File: config.mk
export PLATFORM = sky130hd
export DESIGN_NAME = hangman_engine_flat
export DESIGN_NICKNAME = d
export VERILOG_FILES = /design/src/rtl/hangman_pkg.sv /design/src/rtl/hangman_if.sv /design/src/rtl/hangman_engine_sec_timer.sv /design/src/rtl/hangman_engine.sv /design/src/flat_wrapper.sv
export SDC_FILE = /design/constraint.sdc
export NUM_CORES = 1
export LEC_CHECK = 0
export ABC_AREA = 1
export CAP_MARGIN = 20
export CORE_ASPECT_RATIO = 0.8
export CORE_MARGIN = 10
export CORE_UTILIZATION = 40
export CTS_BUF_LIST = sky130_fd_sc_hd__clkbuf_4 sky130_fd_sc_hd__clkbuf_8
export DETAILED_ROUTE_END_ITERATION = 10
export HOLD_SLACK_MARGIN = 0.03
export PLACE_DENSITY = 0.67
export SETUP_SLACK_MARGIN = 0.2
export SYNTH_ARGS = -nofsm -noshare
export SYNTH_HDL_FRONTEND = slang
export SYNTH_HIERARCHICAL = 1
export SYNTH_SLANG_ARGS = --single-unit
File: constraint.sdc
create_clock -name clk -period 3.1 [get_ports clk]
set_input_delay 0.31 -clock clk [delete_from_list [all_inputs] [get_ports clk]]
set_output_delay 0.31 -clock clk [all_outputs]
set_load 0.005 [all_outputs]
File: src/rtl/hangman_pkg.sv
// Shared constants and state encoding for the hangman game core.
package hangman_pkg;

   localparam int LETTER_W   = 5;
   localparam int ALPHA_SIZE = 26;

   typedef enum logic [2:0] {
      ST_IDLE  = 3'd0,
      ST_PLAY  = 3'd1,
      ST_CHECK = 3'd2,
      ST_WON   = 3'd3,
      ST_LOST  = 3'd4
   } state_t;

endpackage

File: src/rtl/hangman_if.sv
// Board-side bundle of the hangman core: word/guess controls in, game status out.
interface hangman_if #(
   parameter int WORD_LEN   = 4,
   parameter int LETTER_W   = hangman_pkg::LETTER_W,
   parameter int MAX_WRONG  = 8,
   parameter int TIME_LIMIT = 60
);
   localparam int WL_W  = $clog2(WORD_LEN + 1);
   localparam int CNT_W = $clog2(MAX_WRONG + 1);
   localparam int SEC_W = $clog2(TIME_LIMIT + 1);

   logic                         load;
   logic [WORD_LEN*LETTER_W-1:0] word;
   logic [WL_W-1:0]              word_len;
   logic [LETTER_W-1:0]          guess;
   logic                         go;
   logic [WORD_LEN-1:0]          revealed;
   logic [CNT_W-1:0]             wrong_count;
   logic [CNT_W-1:0]             guesses_left;
   logic [SEC_W-1:0]             secs_left;
   logic                         playing;
   logic                         won;
   logic                         lost;
   logic                         hit;
   logic                         miss;
   logic                         rpt;

   modport master (
      output load, word, word_len, guess, go,
      input  revealed, wrong_count, guesses_left, secs_left, playing, won, lost, hit, miss, rpt
   );

   modport slave (
      input  load, word, word_len, guess, go,
      output revealed, wrong_count, guesses_left, secs_left, playing, won, lost, hit, miss, rpt
   );

endinterface

File: src/rtl/hangman_engine_sec_timer.sv
// Game clock: divides clk into seconds and counts the remaining game time down to zero.
module sec_timer #(
   parameter int  TICKS_PER_SEC = 50_000_000,
   parameter int  TIME_LIMIT    = 60,
   localparam int SEC_W         = $clog2(TIME_LIMIT + 1),
   localparam int TICK_W        = (TICKS_PER_SEC > 1) ? $clog2(TICKS_PER_SEC) : 1
) (
   input  logic             clk,
   input  logic             reset,
   input  logic             restart,
   input  logic             run,
   output logic [SEC_W-1:0] secs_left,
   output logic             expired
);

   logic [TICK_W-1:0] tick_q, tick_d;
   logic [SEC_W-1:0]  secs_q, secs_d;
   logic              wrap;

   // Next tick/second values; expired strobes on the tick that takes the count to zero.
   always_comb begin
      wrap    = run && (tick_q == TICK_W'(TICKS_PER_SEC - 1));
      tick_d  = tick_q;
      secs_d  = secs_q;
      expired = 1'b0;
      if (restart) begin
         tick_d = '0;
         secs_d = SEC_W'(TIME_LIMIT);
      end else begin
         if (wrap) begin
            tick_d = '0;
         end else if (run) begin
            tick_d = tick_q + TICK_W'(1);
         end else begin
            tick_d = tick_q;
         end
         if (wrap && (secs_q != '0)) begin
            secs_d = secs_q - SEC_W'(1);
         end else begin
            secs_d = secs_q;
         end
         expired = wrap && (secs_q == SEC_W'(1));
      end
   end

   // Counter registers.
   always_ff @(posedge clk) begin
      if (reset) begin
         tick_q <= '0;
         secs_q <= SEC_W'(TIME_LIMIT);
      end else begin
         tick_q <= tick_d;
         secs_q <= secs_d;
      end
   end

   assign secs_left = secs_q;

endmodule

File: src/rtl/hangman_engine.sv
// Single-player hangman core: holds the word, judges committed guesses, tracks
// misses, used letters and the game clock, and resolves each game to WON or LOST.
module hangman_engine #(
   parameter int WORD_LEN      = 4,
   parameter int LETTER_W      = hangman_pkg::LETTER_W,
   parameter int MAX_WRONG     = 8,
   parameter int TICKS_PER_SEC = 50_000_000,
   parameter int TIME_LIMIT    = 60
) (
   input logic      clk,
   input logic      reset,
   hangman_if.slave bus
);
   import hangman_pkg::*;

   localparam int WL_W  = $clog2(WORD_LEN + 1);
   localparam int CNT_W = $clog2(MAX_WRONG + 1);
   localparam int SEC_W = $clog2(TIME_LIMIT + 1);

   state_t                       state_q, state_d;
   logic [WORD_LEN*LETTER_W-1:0] word_q, word_d;
   logic [WORD_LEN-1:0]          active_q, active_d;
   logic [WORD_LEN-1:0]          revealed_q, revealed_d;
   logic [CNT_W-1:0]             wrong_q, wrong_d;
   logic [CNT_W-1:0]             left_q, left_d;
   logic [ALPHA_SIZE-1:0]        used_q, used_d;
   logic [LETTER_W-1:0]          guess_q, guess_d;
   logic                         go_q, go_d;
   logic                         hit_q, hit_d;
   logic                         miss_q, miss_d;
   logic                         rpt_q, rpt_d;
   logic                         playing_q, playing_d;
   logic                         won_q, won_d;
   logic                         lost_q, lost_d;

   logic [WL_W-1:0]              len_clamped;
   logic [WORD_LEN-1:0]          load_active;
   logic [WORD_LEN-1:0]          match;
   logic                         guess_valid;
   logic                         commit;
   logic                         timer_run;
   logic                         timer_expired;
   logic [SEC_W-1:0]             secs_left;

   assign commit    = go_q && !bus.go;
   assign timer_run = (state_q == ST_PLAY) || (state_q == ST_CHECK);

   sec_timer #(
      .TICKS_PER_SEC (TICKS_PER_SEC),
      .TIME_LIMIT    (TIME_LIMIT)
   ) u_sec_timer (
      .clk       (clk),
      .reset     (reset),
      .restart   (bus.load),
      .run       (timer_run),
      .secs_left (secs_left),
      .expired   (timer_expired)
   );

   // Word-length clamp, active-position mask for a new word, and letter matches for the held guess.
   always_comb begin
      if ((bus.word_len == '0) || (bus.word_len > WL_W'(WORD_LEN))) begin
         len_clamped = WL_W'(WORD_LEN);
      end else begin
         len_clamped = bus.word_len;
      end
      load_active = '0;
      match       = '0;
      for (int i = 0; i < WORD_LEN; i++) begin
         load_active[i] = (WL_W'(i) < len_clamped);
         match[i]       = active_q[i] && (word_q[i*LETTER_W +: LETTER_W] == guess_q);
      end
      guess_valid = (guess_q <= LETTER_W'(ALPHA_SIZE - 1));
   end

   // Next-state and datapath updates; a load overrides whatever the FSM would do this cycle.
   always_comb begin
      state_d    = state_q;
      word_d     = word_q;
      active_d   = active_q;
      revealed_d = revealed_q;
      wrong_d    = wrong_q;
      used_d     = used_q;
      guess_d    = guess_q;
      go_d       = bus.go;
      hit_d      = 1'b0;
      miss_d     = 1'b0;
      rpt_d      = 1'b0;
      if (bus.load) begin
         state_d    = ST_PLAY;
         word_d     = bus.word;
         active_d   = load_active;
         revealed_d = ~load_active;
         wrong_d    = '0;
         used_d     = '0;
      end else begin
         case (state_q)
            ST_IDLE: state_d = ST_IDLE;
            ST_PLAY: begin
               if (timer_expired) begin
                  state_d = ST_LOST;
               end else if (commit) begin
                  state_d = ST_CHECK;
                  guess_d = bus.guess;
               end else begin
                  state_d = ST_PLAY;
               end
            end
            ST_CHECK: begin
               if (guess_valid && !used_q[guess_q]) begin
                  used_d[guess_q] = 1'b1;
                  if (match != '0) begin
                     revealed_d = revealed_q | match;
                     hit_d      = 1'b1;
                  end else if (wrong_q != CNT_W'(MAX_WRONG)) begin
                     wrong_d = wrong_q + CNT_W'(1);
                     miss_d  = 1'b1;
                  end else begin
                     miss_d = 1'b1;
                  end
               end else begin
                  // An out-of-alphabet code is dropped silently; only a genuine repeat pulses.
                  rpt_d = guess_valid;
               end
               // A win takes precedence over a timer expiry landing in the same cycle.
               if (&revealed_d) begin
                  state_d = ST_WON;
               end else if ((wrong_d == CNT_W'(MAX_WRONG)) || timer_expired) begin
                  state_d = ST_LOST;
               end else begin
                  state_d = ST_PLAY;
               end
            end
            ST_WON:  state_d = ST_WON;
            ST_LOST: state_d = ST_LOST;
            default: state_d = ST_IDLE;
         endcase
      end
      left_d    = CNT_W'(MAX_WRONG) - wrong_d;
      playing_d = (state_d == ST_PLAY) || (state_d == ST_CHECK);
      won_d     = (state_d == ST_WON);
      lost_d    = (state_d == ST_LOST);
   end

   // State and output registers.
   always_ff @(posedge clk) begin
      if (reset) begin
         state_q    <= ST_IDLE;
         word_q     <= '0;
         active_q   <= '0;
         revealed_q <= '0;
         wrong_q    <= '0;
         left_q     <= CNT_W'(MAX_WRONG);
         used_q     <= '0;
         guess_q    <= '0;
         go_q       <= 1'b0;
         hit_q      <= 1'b0;
         miss_q     <= 1'b0;
         rpt_q      <= 1'b0;
         playing_q  <= 1'b0;
         won_q      <= 1'b0;
         lost_q     <= 1'b0;
      end else begin
         state_q    <= state_d;
         word_q     <= word_d;
         active_q   <= active_d;
         revealed_q <= revealed_d;
         wrong_q    <= wrong_d;
         left_q     <= left_d;
         used_q     <= used_d;
         guess_q    <= guess_d;
         go_q       <= go_d;
         hit_q      <= hit_d;
         miss_q     <= miss_d;
         rpt_q      <= rpt_d;
         playing_q  <= playing_d;
         won_q      <= won_d;
         lost_q     <= lost_d;
      end
   end

   assign bus.revealed     = revealed_q;
   assign bus.wrong_count  = wrong_q;
   assign bus.guesses_left = left_q;
   assign bus.secs_left    = secs_left;
   assign bus.playing      = playing_q;
   assign bus.won          = won_q;
   assign bus.lost         = lost_q;
   assign bus.hit          = hit_q;
   assign bus.miss         = miss_q;
   assign bus.rpt          = rpt_q;

endmodule
File: src/flat_wrapper.sv
// flat-port wrapper written by rule: the top's interface ports become plain ports
module hangman_engine_flat import hangman_pkg::*;
#(
   parameter int WORD_LEN      = 4,
   parameter int LETTER_W      = hangman_pkg::LETTER_W,
   parameter int MAX_WRONG     = 8,
   parameter int TICKS_PER_SEC = 50_000_000,
   parameter int TIME_LIMIT    = 60
)
  (clk, reset, bus_load, bus_word, bus_word_len, bus_guess, bus_go, bus_revealed, bus_wrong_count, bus_guesses_left, bus_secs_left, bus_playing, bus_won, bus_lost, bus_hit, bus_miss, bus_rpt);
  hangman_if #(.WORD_LEN(WORD_LEN), .LETTER_W(LETTER_W), .MAX_WRONG(MAX_WRONG), .TIME_LIMIT(TIME_LIMIT)) bus_i ();
  input logic clk;
  input logic reset;
  input wire logic [$bits(bus_i.load)-1:0] bus_load;
  input wire logic [$bits(bus_i.word)-1:0] bus_word;
  input wire logic [$bits(bus_i.word_len)-1:0] bus_word_len;
  input wire logic [$bits(bus_i.guess)-1:0] bus_guess;
  input wire logic [$bits(bus_i.go)-1:0] bus_go;
  output wire logic [$bits(bus_i.revealed)-1:0] bus_revealed;
  output wire logic [$bits(bus_i.wrong_count)-1:0] bus_wrong_count;
  output wire logic [$bits(bus_i.guesses_left)-1:0] bus_guesses_left;
  output wire logic [$bits(bus_i.secs_left)-1:0] bus_secs_left;
  output wire logic [$bits(bus_i.playing)-1:0] bus_playing;
  output wire logic [$bits(bus_i.won)-1:0] bus_won;
  output wire logic [$bits(bus_i.lost)-1:0] bus_lost;
  output wire logic [$bits(bus_i.hit)-1:0] bus_hit;
  output wire logic [$bits(bus_i.miss)-1:0] bus_miss;
  output wire logic [$bits(bus_i.rpt)-1:0] bus_rpt;
  assign bus_i.load = bus_load;
  assign bus_i.word = bus_word;
  assign bus_i.word_len = bus_word_len;
  assign bus_i.guess = bus_guess;
  assign bus_i.go = bus_go;
  assign bus_revealed = bus_i.revealed;
  assign bus_wrong_count = bus_i.wrong_count;
  assign bus_guesses_left = bus_i.guesses_left;
  assign bus_secs_left = bus_i.secs_left;
  assign bus_playing = bus_i.playing;
  assign bus_won = bus_i.won;
  assign bus_lost = bus_i.lost;
  assign bus_hit = bus_i.hit;
  assign bus_miss = bus_i.miss;
  assign bus_rpt = bus_i.rpt;
  hangman_engine #(.WORD_LEN(WORD_LEN), .LETTER_W(LETTER_W), .MAX_WRONG(MAX_WRONG), .TICKS_PER_SEC(TICKS_PER_SEC), .TIME_LIMIT(TIME_LIMIT)) u_core (.clk(clk), .reset(reset), .bus(bus_i));
endmodule
# Yosys cells after proc, flatten, opt, wreduce, memory -nomap -nowiden
# Cells that the tools add are included.
# op_classes
addsub	4
order_cmp	8
eq_ne	16
n_mux	27
bitwise	7
reduce_logical	27
# ops
cell	count
$mux W4	13
$add A26 B1 Y26 const B	1
$eq A26 B26 Y1 const B	1
$or A26 B26 Y26	1
$eq A5 B5 Y1	4
$mux W3	5
$eq A3 B2 Y1 const B	4
$pmux W3 S4	1
$logic_and A1 B1 Y1	10
$reduce_and A4 Y1	2
$reduce_or A4 Y1	2
$eq A3 B1 Y1 const B	2
$eq A3 B3 Y1 const B	2
$eq A6 B1 Y1 const B	1
$lt A1 B3 Y1 const A	2
$lt A2 B3 Y1 const A	2
$lt A5 B6 Y1 const B	1
$reduce_bool A6 Y1	1
$sub A6 B1 Y6 const B	1
$bmux W1 S5	1
$demux W1 S5	1
$ge A5 B1 Y1 const B	1
$le A5 B5 Y1 const B	1
$mux W1	5
other kinds (17)	24
# word_totals
regBits	109
output_inout_bits	24
word_cells	106

# Logic depth before layout (Yosys ltp)
# logic_depth
ltp_word	15
depth_mapped	22
depth_no_buf	21

# Modules after synthesis
# Netlist, hierarchy kept.
# by_module_without_submodules
mod	instances	cells_per_inst	area_each_um2	seq_area_each_um2
hangman_engine	1	565	3706.1	1521.5
sec_timer	1	297	1949.4	640.6

# Worst setup path before layout
# No wires, ideal clock.
# synth_path
path_kind	reg2reg
start	register u_core.state_q[1]
end	register u_core.playing_q (netlist: u_core/bus.playing)
setup_time_ns	0.128
arrival_time_ns	2.130
path_slack_ns	0.842
stages_incl_launch_ff	18
cell_sequence	dfxtp_1 > inv_1 > nor3_1 > inv_1 > nand2_1 > nand2_1 > nor2_1 > nand3_1 > nor2_1 > nand2_1 > nor4_1 > nor3_1 > nor2_1 > nand2_1 > nand2_1 > nand4_1 > nand2_1 > nor2_1
# synth_via
elab_chain_cells	12
word_cells_on_any_way	17
classes_between	6 x eq/ne; 6 x mux; 5 x reduce/logical
# synth_rtl
element	line	rtl
start, declared	hangman_engine.sv:20	state_t state_q, state_d;
start signal, assigned	hangman_engine.sv:164	state_q <= state_d;
$eq A3 B1 Y1 or $eq A3 B2 Y1 (tied branches)	hangman_engine.sv:46	assign timer_run = (state_q == ST_PLAY) || (state_q == ST_CHECK);
$logic_or A1 B1 Y1 *	hangman_engine.sv:46	
named net u_core.timer_run	hangman_engine.sv:41	logic timer_run;
$logic_and A1 B1 Y1 *	hangman_engine_sec_timer.sv:22	wrap = run && (tick_q == TICK_W'(TICKS_PER_SEC - 1));
$logic_and A1 B1 Y1 *	hangman_engine_sec_timer.sv:42	expired = wrap && (secs_q == SEC_W'(1));
$mux W1 *	hangman_engine_sec_timer.sv:26	if (restart) begin
named net u_core.timer_expired	hangman_engine.sv:42	logic timer_expired;
$logic_or A1 B1 Y1	hangman_engine.sv:128	end else if ((wrong_d == CNT_W'(MAX_WRONG)) || timer_expired) begin
$mux W3	hangman_engine.sv:128	
$mux W3	hangman_engine.sv:126	if (&revealed_d) begin
$pmux W3 S4 *	hangman_engine.sv:97	case (state_q)
$mux W3 *	hangman_engine.sv:89	if (bus.load) begin
$eq A3 B1 Y1 or $eq A3 B2 Y1 (tied branches)	hangman_engine.sv:140	playing_d = (state_d == ST_PLAY) || (state_d == ST_CHECK);
$logic_or A1 B1 Y1 *	hangman_engine.sv:140	
end signal, assigned	hangman_engine.sv:176	playing_q <= playing_d;
end, declared	hangman_engine.sv:32	logic playing_q, playing_d;
# Mark *: on every way through the listed nets, which the timed path passes. The rest lies on a longest branch.
# A chain may end at the register's enable or synchronous reset.

# Worst setup path in the final report
# layout_path
start	register u_core.guess_q[0]
end	register u_core.left_q[2] (netlist: u_core/bus.guesses_left[2])
# layout_via
elab_chain_cells	10
word_cells_on_any_way	21
classes_between	1 x add/sub; 1 x order compare; 4 x eq/ne; 8 x mux; 7 x reduce/logical
# layout_rtl
element	line	rtl
start, declared	hangman_engine.sv:27	logic [LETTER_W-1:0] guess_q, guess_d;
start signal, assigned	hangman_engine.sv:171	guess_q <= guess_d;
$bmux W1 S5 or $eq A5 B5 Y1 (tied branches)	hangman_engine.sv:110, hangman_engine.sv:71	
$mux W1 (implied by the code) or $logic_and A1 B1 Y1 (tied branches)	hangman_engine.sv:110, hangman_engine.sv:71	
$logic_not A1 Y1 or $reduce_bool A4 Y1 (tied branches)	hangman_engine.sv:110, hangman_engine.sv:112	
$logic_and A1 B1 Y1 or $mux W4 (tied branches)	hangman_engine.sv:110, hangman_engine.sv:112	
$mux W4 *	hangman_engine.sv:110	if (guess_valid && !used_q[guess_q]) begin
$mux W4 *	hangman_engine.sv:97	
$mux W4 *	hangman_engine.sv:89	
$mux W4 *	hangman_engine.sv:97	
$mux W4 *	hangman_engine.sv:89	
$sub A4 B4 Y4 *	hangman_engine.sv:139	left_d = CNT_W'(MAX_WRONG) - wrong_d;
end signal, assigned	hangman_engine.sv:153	left_q <= CNT_W'(MAX_WRONG);
end signal, assigned	hangman_engine.sv:169	left_q <= left_d;
end, declared	hangman_engine.sv:25	logic [CNT_W-1:0] left_q, left_d;
# Mark *: on every way between the ends. The rest lies on a longest branch, timed or not. The select of a mux whose other input is x is not followed.

==> flow_metrics.tcl <==
set metrics [dict create \
    worstHoldPathCells 2 \
    gp_congestion 0.884 \
    synth_cell_type_count 43 \
    start_util_pct 41.3 \
    grt_pass1_vias 4914 \
    setup_viol 0 \
    start_kind "flip-flop" \
    die_h_um 126 \
    wl_per_cell_um 13.1 \
    cts-root-buf "clkbuf_8" \
    hold_path.class "flip-flop to flip-flop" \
    grt_max_degree 42 \
    worstHoldEndpoint "u_core/used_q[0]" \
    synth-edff-count 0 \
    nets 954 \
    drtIter0Drc 412 \
    cts_made_buffers 9 \
    dp_hpwl_mm 10.7 \
    post-route-util_pct 48.3 \
    syn_inst 862 \
    maxCapViolations 0 \
    cp.required_ps 3390 \
    io_pins 56 \
    fmax_mhz 391 \
    drc 0 \
    power_density_mw_per_mm2 399 \
    leakagePower_uw 0.00272 \
    insertion_delay_ps 390 \
    synth_ff_type "dfxtp_1" \
    ir_drop_v 0.000239 \
    cts_tree "done" \
    ant_nets 0 \
    holdCritStartpoint "u_core/used_q[0]" \
    synth_top_area_cell "dfxtp_1" \
    antenna_found_initial 0 \
    gr-usage-all-layers_pct 14.9 \
    coreArea_mm2 0.0137 \
    ctsHoldBuffers 0 \
    fin_setup_tns_ps 0 \
    critPathKind "flip-flop to flip-flop" \
    drive_gt1_share_pct 8.06 \
    worst_r2r_endpoint "u_core/bus.guesses_left[2]" \
    die_x_um 153 \
    drt_pass1_iterations 5 \
    syn_nets 902 \
    numPortBuffers 55 \
    syn_avg_cell_area_um2 6.56 \
    area_growth_pct 17.0 \
    synth-seq-area-share_pct 38.2 \
    cts.clk_slew.worst_paths_ps 110 \
    slew_headroom_pct 45.6 \
    dieArea_mm2 0.0193 \
    r2r_start "u_core/guess_q[0]" \
    rows 38 \
    end_kind "flip-flop" \
    ctsLongestPathBuffers 2 \
    grt_first_pass_wirelength_mm 24.3 \
    post-route-min-period_ps 2560 \
    grt_overflow_total 0 \
    slew_violations 0 \
    ys_top_cells_by_area "dfxtp_1 (38%), nand2_1 (18%), nor2_1 (7.2%)" \
    synth.top_cell.area_share_pct 38.2 \
    post-route-period-util_pct 82.6 \
    h-tree-depth 3 \
    r2r_slack_ps 540 \
    routed_wl_mm 14.4 \
    async_reset_ff_share_pct 0 \
    hold_viol 0 \
    vias 5381 \
    critPathMaxFanout 22 \
    diodes 0 \
    worstPathArrival_ps 2850 \
    outcome "complete, no violations" \
    via_per_inst 4.90 \
    synth_warnings 6 \
    cts_sinks 108 \
    finalClockSkew_ps 12.5 \
    r2r_cells 13 \
    rsz0062_at_grt "no" \
    synth_seq_cells 108 \
    worst_pin_slew_ps 815 \
    syn_area_mm2 0.00566 \
]
-- critical path, cell delays in order (launching register included) --
cell and delay [ps]:
dfxtp_2 610, inv_2 200, o21ai_1 160, nor2_1 50, nand3_1 150, nand2_1 130
nor2_2 230, nand3_1 110, nand2_1 60, nand2_1 60, a22oi_1 290, ha_1 220
xnor2_1 110, nor2_1 50
-- how the worst max path moves through the flow --
stage,startpoint,to,slack (ps),cells past startpoint
3_3_place_gp,u_core/guess_q[0],u_core/bus.guesses_left[2],300,14
4_1_cts,u_core/guess_q[0],u_core/bus.guesses_left[2],230,13
6_report,u_core/guess_q[0],u_core/bus.guesses_left[2],540,13
2_1_floorplan,u_core/state_q[1],u_core/bus.playing,840,17
3_5_place_dp,u_core/guess_q[0],u_core/bus.guesses_left[2],260,13
5_1_grt,u_core/guess_q[0],u_core/state_q[0],230,19
-- per-stage QoR --
step	cell area, um2	total power (uW)	cells	setup slack (ps)	hold WS, ps
floorplan	5660	1610	862	842	429
global placement	6380	1710	1083	298	441
detailed placement	6380	1710	1083	264	445
CTS	6600	2670	1098	226	457
global route	6620	2770	1098	228	480
finish	6620	2640	1098	541	469
-- what timing repair did --
| item | 4_1_cts | 5_1_grt |
|---|---|---|
| gates resized for setup | 0 | 4 |
| endpoints found under the setup margin | 0 | 14 |
| setup buffers | 0 | 0 |
-- layout by cell type, fill, tap and decap left out, drive strengths merged, types with 6 or more instances in the layout --
master,count
a21oi,36
buf,13
clkbuf,9
clkdlybuf4s50,55
dfxtp,108
ha,8
inv,107
nand2,270
nand3,47
nand4,12
nor2,125
nor3,20
o21ai,58
o22ai,7
xnor2,6
xor2,6
-- cells in the mapped netlist, types with 6 or more instances --
master and n:
nand2_1 266, dfxtp_1 108, nor2_1 108, inv_1 97, o21ai_0 56, nand3_1 43
a21oi_1 36, nor3_1 19, clkbuf_1 13, nand4_1 12, nor2_2 12, ha_1 8
inv_2 8, o22ai_1 7, buf_4 6, xnor2_1 6, xor2_1 6
-- state kept, by name, summed over array words and instances (netlist names), 3 cells and up --
signal	cells
u_core/bus.revealed	4
u_core/u_sec_timer/tick_q	26
u_core/guess_q	5
u_core/bus.guesses_left	3
u_core/active_q	4
u_core/word_q	20
u_core/u_sec_timer/secs_left	6
u_core/bus.wrong_count	4
u_core/state_q	3
u_core/used_q	26
-- area by class of cell --
class / instances / area (um2)
tap: 180 / 225
timing repair buffer: 68 / 648
fill: 1420 / 7080
inverter: 106 / 398
clock inverter: 6 / 95.1
sequential: 108 / 2160
multi-input combinational: 621 / 2960
clock buffer: 9 / 124
-- power breakdown --
part	switching [uW]	internal (uW)	total, uW
sequential	19.3	1420	1440
combinational	140	101	242
clock	504	459	963
-- cells by family (layout without fill, tap and decap cells) --
logic type / count (synthesis) / after routing / synth area share, %
simple gates: 486 / 486 / 37.4
buf+inv: 133 / 189 / 9.60
compound gates: 115 / 115 / 11.2
flops: 108 / 108 / 38.2
xor+xnor: 12 / 12 / 1.86
fa+ha+maj: 8 / 8 / 1.77
-- routing by layer --
| layer | share of wire (%) | vias to the layer above | track usage, % |
|---|---|---|---|
| met2 | 40 | 153 | 20.8 |
| met3 | 7.5 | 14 | 4.66 |
| met5 | 0 | - | 0 |
| met1 | 52 | 2387 | 21.6 |
| met4 | 1.1 | 0 | 3.19 |
| li1 | - | 2827 | - |
Power figures use the tool's default switching activity.
